`src/rtl/montgomery_digit_sequencer_pkg.sv`:
```
// Shared definitions for the radix-4 Montgomery digit sequencer: multiplexer
// select codes, FSM state type and the per-modulus constant helpers.
package montgomery_pkg;

    localparam logic [2:0] SEL_ZERO = 3'b000;
    localparam logic [2:0] SEL_M    = 3'b001;
    localparam logic [2:0] SEL_2M   = 3'b010;
    localparam logic [2:0] SEL_3M   = 3'b011;
    localparam logic [2:0] SEL_B    = 3'b100;
    localparam logic [2:0] SEL_2B   = 3'b101;
    localparam logic [2:0] SEL_3B   = 3'b110;

    typedef enum logic [2:0] {
        StIdle,
        StAddB,
        StWaitB,
        StAddM,
        StWaitM,
        StFinish
    } state_e;

    // -M^-1 mod 4 depends only on M[1:0]; M odd gives 01 -> 3, 11 -> 1.
    function automatic logic [1:0] m_prime4(input logic [1:0] m_low);
        return (m_low == 2'b01) ? 2'd3 : 2'd1;
    endfunction

    function automatic logic [2:0] b_select(input logic [1:0] digit);
        logic [1:0] dm1;
        dm1 = digit - 2'd1;
        return (digit != 2'b00) ? {1'b1, dm1} : SEL_ZERO;
    endfunction

endpackage

```
`src/rtl/montgomery_digit_sequencer_if.sv`:
```
// Handshake bundle between the digit sequencer (slave) and its controller /
// adder datapath (master).
interface montgomery_digit_sequencer_if #(
    parameter int unsigned N_BITS = 1024
) ();

    logic              start;
    logic [N_BITS-1:0] in_A;
    logic [1:0]        m_low;
    logic [1:0]        c_low;
    logic              add_done;
    logic [2:0]        select;
    logic              sel_valid;
    logic              busy;
    logic              last_iter;
    logic              done;

    modport master (
        output start, in_A, m_low, c_low, add_done,
        input  select, sel_valid, busy, last_iter, done
    );

    modport slave (
        input  start, in_A, m_low, c_low, add_done,
        output select, sel_valid, busy, last_iter, done
    );

endinterface

```
`src/rtl/montgomery_digit_sequencer.sv`:
```
// Walks operand A in radix-4 digits, issuing one B-multiple and one M-multiple
// select per digit and waiting for the adder between them.
module montgomery_digit_sequencer
    import montgomery_pkg::*;
#(
    parameter  int unsigned N_BITS   = 1024,
    localparam int unsigned N_DIGITS = N_BITS / 2,
    localparam int unsigned CNT_W    = (N_DIGITS > 1) ? $clog2(N_DIGITS) : 1
) (
    input logic                         clk,
    input logic                         resetn,
    montgomery_digit_sequencer_if.slave bus
);

    localparam logic [CNT_W-1:0] LAST_CNT = CNT_W'(N_DIGITS - 1);

    state_e            state_q, state_d;
    logic [N_BITS-1:0] a_sr_q, a_sr_d;
    logic [CNT_W-1:0]  cnt_q, cnt_d;
    logic [1:0]        q_q, q_d;
    logic [1:0]        mp_q, mp_d;
    logic [3:0]        q_prod;

    logic [2:0] select_q, select_d;
    logic       sel_valid_q, sel_valid_d;
    logic       busy_q, busy_d;
    logic       last_iter_q, last_iter_d;
    logic       done_q, done_d;

    always_comb begin
        state_d = state_q;
        a_sr_d  = a_sr_q;
        cnt_d   = cnt_q;
        q_d     = q_q;
        mp_d    = mp_q;
        q_prod  = {2'b00, bus.c_low} * {2'b00, mp_q};

        unique case (state_q)
            StIdle: begin
                if (bus.start) begin
                    a_sr_d  = bus.in_A;
                    cnt_d   = '0;
                    mp_d    = m_prime4(bus.m_low);
                    state_d = StAddB;
                end
            end
            StAddB:  state_d = StWaitB;
            StWaitB: begin
                if (bus.add_done) begin
                    q_d     = q_prod[1:0];
                    state_d = StAddM;
                end
            end
            StAddM:  state_d = StWaitM;
            StWaitM: begin
                if (bus.add_done) begin
                    a_sr_d = a_sr_q >> 2;
                    if (cnt_q == LAST_CNT) begin
                        state_d = StFinish;
                    end else begin
                        cnt_d   = cnt_q + 1'b1;
                        state_d = StAddB;
                    end
                end
            end
            StFinish: state_d = StIdle;
            default:  state_d = StIdle;
        endcase

        // Outputs are registered, so they are derived from the next state.
        select_d = select_q;
        if (state_d == StAddB) begin
            select_d = b_select(a_sr_d[1:0]);
        end else if (state_d == StAddM) begin
            select_d = {1'b0, q_d};
        end
        sel_valid_d = (state_d == StAddB) || (state_d == StAddM);
        busy_d      = (state_d != StIdle);
        last_iter_d = (cnt_d == LAST_CNT);
        done_d      = (state_d == StFinish);
    end

    always_ff @(posedge clk) begin
        if (!resetn) begin
            state_q     <= StIdle;
            a_sr_q      <= '0;
            cnt_q       <= '0;
            q_q         <= '0;
            mp_q        <= '0;
            select_q    <= SEL_ZERO;
            sel_valid_q <= 1'b0;
            busy_q      <= 1'b0;
            last_iter_q <= 1'b0;
            done_q      <= 1'b0;
        end else begin
            state_q     <= state_d;
            a_sr_q      <= a_sr_d;
            cnt_q       <= cnt_d;
            q_q         <= q_d;
            mp_q        <= mp_d;
            select_q    <= select_d;
            sel_valid_q <= sel_valid_d;
            busy_q      <= busy_d;
            last_iter_q <= last_iter_d;
            done_q      <= done_d;
        end
    end

    assign bus.select    = select_q;
    assign bus.sel_valid = sel_valid_q;
    assign bus.busy      = busy_q;
    assign bus.last_iter = last_iter_q;
    assign bus.done      = done_q;

endmodule

```
`src/flat_wrapper.sv`:
```
// flat-port wrapper written by rule: the top's interface ports become plain ports
module montgomery_digit_sequencer_flat import montgomery_pkg::*;
#(
    parameter  int unsigned N_BITS   = 1024,
    localparam int unsigned N_DIGITS = N_BITS / 2,
    localparam int unsigned CNT_W    = (N_DIGITS > 1) ? $clog2(N_DIGITS) : 1
)
  (clk, resetn, bus_start, bus_in_A, bus_m_low, bus_c_low, bus_add_done, bus_select, bus_sel_valid, bus_busy, bus_last_iter, bus_done);
  montgomery_digit_sequencer_if #(.N_BITS(N_BITS)) bus_i ();
  input logic clk;
  input logic resetn;
  input wire logic [$bits(bus_i.start)-1:0] bus_start;
  input wire logic [$bits(bus_i.in_A)-1:0] bus_in_A;
  input wire logic [$bits(bus_i.m_low)-1:0] bus_m_low;
  input wire logic [$bits(bus_i.c_low)-1:0] bus_c_low;
  input wire logic [$bits(bus_i.add_done)-1:0] bus_add_done;
  output wire logic [$bits(bus_i.select)-1:0] bus_select;
  output wire logic [$bits(bus_i.sel_valid)-1:0] bus_sel_valid;
  output wire logic [$bits(bus_i.busy)-1:0] bus_busy;
  output wire logic [$bits(bus_i.last_iter)-1:0] bus_last_iter;
  output wire logic [$bits(bus_i.done)-1:0] bus_done;
  assign bus_i.start = bus_start;
  assign bus_i.in_A = bus_in_A;
  assign bus_i.m_low = bus_m_low;
  assign bus_i.c_low = bus_c_low;
  assign bus_i.add_done = bus_add_done;
  assign bus_select = bus_i.select;
  assign bus_sel_valid = bus_i.sel_valid;
  assign bus_busy = bus_i.busy;
  assign bus_last_iter = bus_i.last_iter;
  assign bus_done = bus_i.done;
  montgomery_digit_sequencer #(.N_BITS(N_BITS)) u_core (.clk(clk), .resetn(resetn), .bus(bus_i));
endmodule
```
`config.mk`:
```
export PLATFORM = sky130hd
export DESIGN_NAME = montgomery_digit_sequencer_flat
export DESIGN_NICKNAME = d
export VERILOG_FILES = /design/src/rtl/montgomery_digit_sequencer_pkg.sv /design/src/rtl/montgomery_digit_sequencer_if.sv /design/src/rtl/montgomery_digit_sequencer.sv /design/src/flat_wrapper.sv
export SDC_FILE = /design/constraint.sdc
export NUM_CORES = 2
export LEC_CHECK = 0
export ABC_AREA = 1
export BUFFER_PORTS_ARGS = -buffer_cell sky130_fd_sc_hd__buf_4
export CAP_MARGIN = 20
export CORE_AREA = 5 5 404 406
export CTS_CLUSTER_DIAMETER = 120
export DETAILED_ROUTE_END_ITERATION = 12
export DIE_AREA = 0 0 409 411
export PLACE_DENSITY = 0.41
export SLEW_MARGIN = 20
export SYNTH_ARGS = -nofsm -noshare
export SYNTH_HDL_FRONTEND = slang
export SYNTH_SLANG_ARGS = --single-unit
```
`constraint.sdc`:
```
create_clock -name clk -period 2.2 [get_ports clk]
set_input_delay 0.22 -clock clk [delete_from_list [all_inputs] [get_ports clk]]
set_output_delay 0.22 -clock clk [all_outputs]
set_load 0.1 [all_outputs]
```
-- Word-level counts from Yosys, hierarchy flattened
Index checks and enable logic that the tools add are counted.
- memory bits (writable): 0
- register bits: 1047
- logic and storage cells: 52
- output and inout port bits: 7
- bits in read-only memories: 0
- input port bits: 1032
- memories: 0
- latch bits: 0
- reduce and logical (&&, ||, !) cells: 8
- multipliers: 1
- bitwise logic cells: 0
- equality and inequality tests: 12
- order comparisons: 0
- add/sub/neg operators: 2
- div/mod/pow operators: 0
- shift operators: 0
- muxes and demuxes: 18
- operators by type and width (cell ; number):
    1024-bit two-way mux ; 2
    1024-bit one-hot mux with 2 select lines ; 1
    9-bit two-way mux ; 3
    3-bit two-way mux ; 7
    9-bit == test, second input constant ; 2
    9-bit one-hot mux with 2 select lines ; 1
    3-bit one-hot mux with 5 select lines ; 1
    9-bit by 1-bit adder with 9-bit output, second input constant ; 1
    3-bit by 2-bit == test with 1-bit output, second input constant ; 3
    3-bit by 1-bit == test with 1-bit output, second input constant ; 2
    3-bit == test, second input constant ; 2
    2-bit two-way mux ; 3
    2-bit nonzero test ; 3
    2-bit inequality test, second input constant ; 2
    3-bit logical NOT ; 1
    3-bit AND reduction ; 1
    3-bit nonzero test ; 1
    2-bit by 1-bit == test with 1-bit output, second input constant ; 1
    2-bit by 2-bit multiplier with 2-bit output ; 1
    2-bit AND reduction ; 1
    2-bit by 1-bit subtractor with 2-bit output, second input constant ; 1
    1-bit logical OR ; 1

-- Depth between registers and ports, before layout
- depth in word-level cells: 7
- depth in mapped cells: 13
- gate-level depth less buffers: 13

-- Least setup slack after synthesis
Ideal clock, no wire load.
- path kind: flip-flop to flip-flop
- start point: register u_core.cnt_q[0]
- end point: register u_core.select_q[1], in the netlist u_core.bus.select[1]
- setup slack: 0.591 ns
- setup time: 0.071 ns
- buffers on the path: 0
- period minus slack after synthesis: 1.609 ns
- data arrival time: 1.538 ns
- required time: 2.129 ns
- stages on the path, launching flop included: 12
- cells stage by stage: dfxtp_1 ha_1 nand2_1 nor2_1 nand3_1 nand2_1 nand2_1 nand2_1 nand2_1 inv_1 nand2_1 a21oi_1
- longest elaborated chain between the ends: 6
- elaborated cells between the ends (all ways): 8
- classes of those cells: eq/ne (3); mux (4); reduce/logical (1)
- RTL lines (item ; line ; RTL):
    from (decl) ; montgomery_digit_sequencer.sv:19 ; logic [CNT_W-1:0] cnt_q, cnt_d;
    from (signal assigned) ; montgomery_digit_sequencer.sv:98 ; cnt_q <= cnt_d;
    9-bit == test * ; montgomery_digit_sequencer.sv:58 ; if (cnt_q == LAST_CNT) begin
    3-bit two-way mux * ; montgomery_digit_sequencer.sv:58 ;
    3-bit two-way mux * ; montgomery_digit_sequencer.sv:56 ; if (bus.add_done) begin
    3-bit one-hot mux with 5 select lines * ; montgomery_digit_sequencer.sv:38 ; unique case (state_q)
    3-bit by 1-bit == test with 1-bit output / 3-bit by 2-bit == test with 1-bit output (equally long branches) ; montgomery_digit_sequencer.sv:72, montgomery_digit_sequencer.sv:74 ;
    3-bit two-way mux / 2-bit nonzero test (equally long branches) ; n/a ;
    to (signal assigned) ; montgomery_digit_sequencer.sv:101 ; select_q <= select_d;
    to (decl) ; montgomery_digit_sequencer.sv:24 ; logic [2:0] select_q, select_d;
Mark *: on every way between the ends. The rest lies on a longest branch, timed or not.
A chain may end at the register's enable or synchronous reset.

-- Final worst setup path
- start point: register u_core.state_q[1]
- end point: register u_core.a_sr_q[409]
- longest elaborated chain between the ends: 3
- elaborated cells between the ends (all ways): 7
- classes of those cells: eq/ne (3); mux (1); reduce/logical (3)
- RTL lines (item ; line ; RTL):
    from (decl) ; montgomery_digit_sequencer.sv:17 ; state_e state_q, state_d;
    from (signal assigned) ; montgomery_digit_sequencer.sv:85 ; state_q <= StIdle;
    from (signal assigned) ; montgomery_digit_sequencer.sv:96 ; state_q <= state_d;
    3-bit == test / 3-bit logical NOT (equally long branches) ; montgomery_digit_sequencer.sv:38 ;
    2-bit inequality test (no source line) / 2-bit nonzero test (equally long branches) ; n/a ;
    3-bit AND reduction (no source line) ; n/a ;
    to (signal assigned) ; montgomery_digit_sequencer.sv:97 ; a_sr_q <= a_sr_d;
    to (decl) ; montgomery_digit_sequencer.sv:18 ; logic [N_BITS-1:0] a_sr_q, a_sr_d;
Several ways; a longest one is shown, not always the timed one.

==> summary.txt <==
Routing
  • Final WL: about 190000 um
  • Final ANT Viol Nets: 0
  • Post-DR vias/cell: 4.74
  • DR vias: 46800
  • Residual DRC: 0
  • DRT Pass-1 Iters: 6
  • Wire per inst: between 15 and 20 um
  • Initial drt markers: around 3600

Clock network
  • Number of sinks on the clock net: between 1000 and 1500
  • CTS buffer count: ~130
  • CTS root buf: clkbuf_16
  • Clk pin slew, worst setup/hold paths: around 60 ps
  • H-tree Lvls: 4
  • CTS tree: yes
  • Max clock buf depth: 3
  • Clock latency on the worst-skew pair: 740 ps

Power and ir drop
  • Switching power: ~14 mW
  • Internal: 37.8 mW
  • Clock Power Share: about 43%
  • Combinational power share: between 10% and 20%
  • Worst-case vdd ir drop: 0.742 mV
  • Register share of total power: approximately 41%
  • Leakage: approximately 26 nW
  • Net Sw Frac: about 27%
  • Pwr Density: between 700 and 800 nW/um2

Hold path
  • Hold_sp: bus_m_low[1]
  • Min-delay worst type: in -> reg
  • Min-Delay Path Depth: 3
  • Worst hold endpoint: u_core.mp_q[1]

STA
  • Final Hold Fails: 0
  • Unrepaired setup endpoints after global routing: false
  • F_max: ~0.50 GHz
  • Worst slew pin tran: between 500 and 600 ps
  • Final Setup Violations: 0
  • Rel. slew slack: between 60% and 70%
  • Worst hold slack: between 100 and 150 ps
  • Clock Skew: between 20 and 25 ps
  • Tmin final: slightly above 2000 ps
  • Max-slew violations: 0
  • Period utilization: slightly above 90%

Die
  • Die area: about 170000 um2
  • Starting Density: 26.2%
  • Die X-Extent: between 400 and 500 um
  • Number of core rows: approximately 150
  • Die Ht: around 400 um
  • Ports: 1039
  • Core area: roughly 160000 um2

Logic synthesis
  • Netlist cell types: 27
  • Avg Cell Area, Syn: 7.23 um2
  • Syn_nets: roughly 7000
  • Sequential cell area fraction in the yosys report: 50.2%
  • Number of synthesized register bits: 1047
  • Yosys Warn Count: 0
  • Cell area after synthesis: approximately 42000 um2
  • Post-Syn Instances: just under 6000

Run status
  • Status: complete, no violations

Placement
  • Final GP Congestion: 0.830
  • Cell Area, Placed: between 50000 and 60000 um2
  • Detail Placement HPWL: 130000 um
  • Port bufs: 1038
  • Placed Cells: between 8000 and 9000

Setup path
  • Startpoint Class: flip-flop
  • Crit-path max FO: 70
  • Critical Path AT: about 2700 ps
  • RR Endpoint: u_core.a_sr_q[409]
  • CP max stage delay: about 360 ps
  • R2r worst-path depth: 8
  • Reg2reg start: u_core.state_q[1]
  • Worst R2R Setup Slack: 180 ps
  • CP cell instances: nor2_4 -> nand2_1 -> nor2_4 -> buf_4 -> buf_12 -> buf_12 -> nand2_1 -> a31oi_1
  • CP required: 2830 ps
  • Setup CP Type: reg -> reg
  • Crit path capture type: flip-flop
  • Slowest CP cell: dfxtp_1

GRT
  • Vias in the first global route: between 40000 and 50000
  • Grt total ovfl: 0
  • Pin count of the biggest net entering global routing: roughly 100
  • All-layer global routing usage: 21.1%
  • Antenna violations before repair: 38
  • First-pass GRT wire length: approximately 280000 um

Finish
  • Most frequent cells in the layout: nand2_1, buf_4, dfxtp_1
  • Fillcell total: roughly 16000
  • Area Growth Syn to Fin: 60.5%
  • Layout cell share with drive strength beyond 1: 18.0%
  • Finished Cell Area: ~67000 um2
  • Most common cell after layout, fill and taps aside: nand2_1
  • Final Non-Filler Cells: roughly 9900
  • Fin nets: 8697

Run
  • # Max-Cap Violations: 0
## layer usage
layer / GRT usage, % / vias up / part of all wire (%)
li1: - / 23000 / -
met1: 27.1 / 22100 / 44
met2: 34.2 / 1384 / 46
met3: 3.95 / 376 / 5.3
met4: 10.1 / 14 / 5.0
met5: 0 / - / 0.047
## state kept, by name, summed over array words and instances, names as in the netlist, 2 cells and up
register,flops
u_core.bus.select,3
u_core.state_q,3
u_core.a_sr_q,1024
u_core.cnt_q,9
u_core.mp_q,2
u_core.q_q,2
## synthesized netlist by cell type
cell	count	area [um2]
a21boi_0	1	7.51
a21oi_1	12	60.1
a31oi_1	1021	6390
buf_1	11	41.3
buf_2	264	1320
buf_4	8	60.1
buf_6	2	22.5
clkbuf_1	171	642
clkinv_1	1	3.75
dfxtp_1	1047	21000
ha_1	1	12.5
inv_1	30	113
nand2_1	3142	11800
nand2_2	1	6.26
nand3_1	16	80.1
nand3b_1	1	7.51
nand4_1	4	25.0
nor2_1	22	82.6
nor2_4	4	45.0
nor3_1	2	10.0
o211ai_1	1	7.51
o21a_1	2	15.0
o21ai_0	5	25.0
o21ai_1	2	10.0
o31ai_1	1	7.51
or2_2	1	6.26
xnor2_1	2	17.5
## through the flow
stage	setup WS [ps]	power, mW	utilization (%)	setup TNS (ps)
2_1_floorplan	591	25.1	-	0
3_3_place_gp	-108	28.6	32.7	-108
3_5_place_dp	-126	28.6	32.7	-126
4_1_cts	8.16	52.6	41.9	0
5_1_grt	3.98	54.3	42.0	0
6_report	183	51.9	42.0	0
## power by group through the flow
stage / sequential, mW / combinational, mW / clock (mW)
after global routing: 21.5 / 9.34 / 23.4
after detailed placement: 21.7 / 6.90 / 0
after CTS: 21.3 / 8.52 / 22.8
final: 21.3 / 8.54 / 22.0
after global placement: 21.7 / 6.88 / 0
after floorplan: 21.5 / 3.57 / 0
## worst max-delay path, delay by kind of cell (launching register included)
kind | cells | cell delay [ps]
and+or+nand+nor | 4 | 660
buffers and inverters | 3 | 640
DFF | 1 | 360
AOI/OAI and AO/OA | 1 | 210
## kinds of logic (layout without fill, tap and decap cells)
group,count (synthesis),after routing,share of synthesized area [%]
simple gates,3193,3193,28.9
buf+inv,487,2477,5.27
other cells,0,31,0
flops,1047,1047,50.2
xor+xnor,2,2,0.0419
compound gates,1045,1045,15.6
fa+ha+maj,1,1,0.0299
## what timing repair did
| item | CTS | global route |
|---|---|---|
| hold buffers | 1029 | 0 |
| endpoints found under the setup margin | 1 | 79 |
| gates cloned | 0 | 4 |
| pin swaps | 2 | 4 |
| buffers inserted | 1 | 4 |
| resized for setup | 0 | 2 |
| endpoints found under the hold margin | 1040 | 0 |
## final cells by class
type	count	area [um2]	share of cell area, %
multi-input cells	4241	18600	27.8
inverters	31	124	0.185
flip-flops and latches	1047	21000	31.3
repair buffers	2212	20300	30.3
well taps	2086	2610	3.89
clock inverters	43	513	0.765
diodes	31	77.6	0.116
clock buffers	191	3860	5.76
## worst max-delay path by stage
stage                           start              endpoint  slack, ps  cells past startpoint
finish              u_core.state_q[1]    u_core.a_sr_q[409]        180                      8
global route        u_core.state_q[2]    u_core.a_sr_q[914]          4                     10
CTS                 u_core.state_q[1]        u_core.mp_q[1]          8                      7
detailed placement  u_core.state_q[1]        u_core.mp_q[1]       -130                      7
global placement    u_core.state_q[1]        u_core.mp_q[1]       -110                      7
floorplan             u_core.cnt_q[0]  u_core.bus.select[1]        590                     11
No activity file was read; power rests on OpenSTA's default activity.
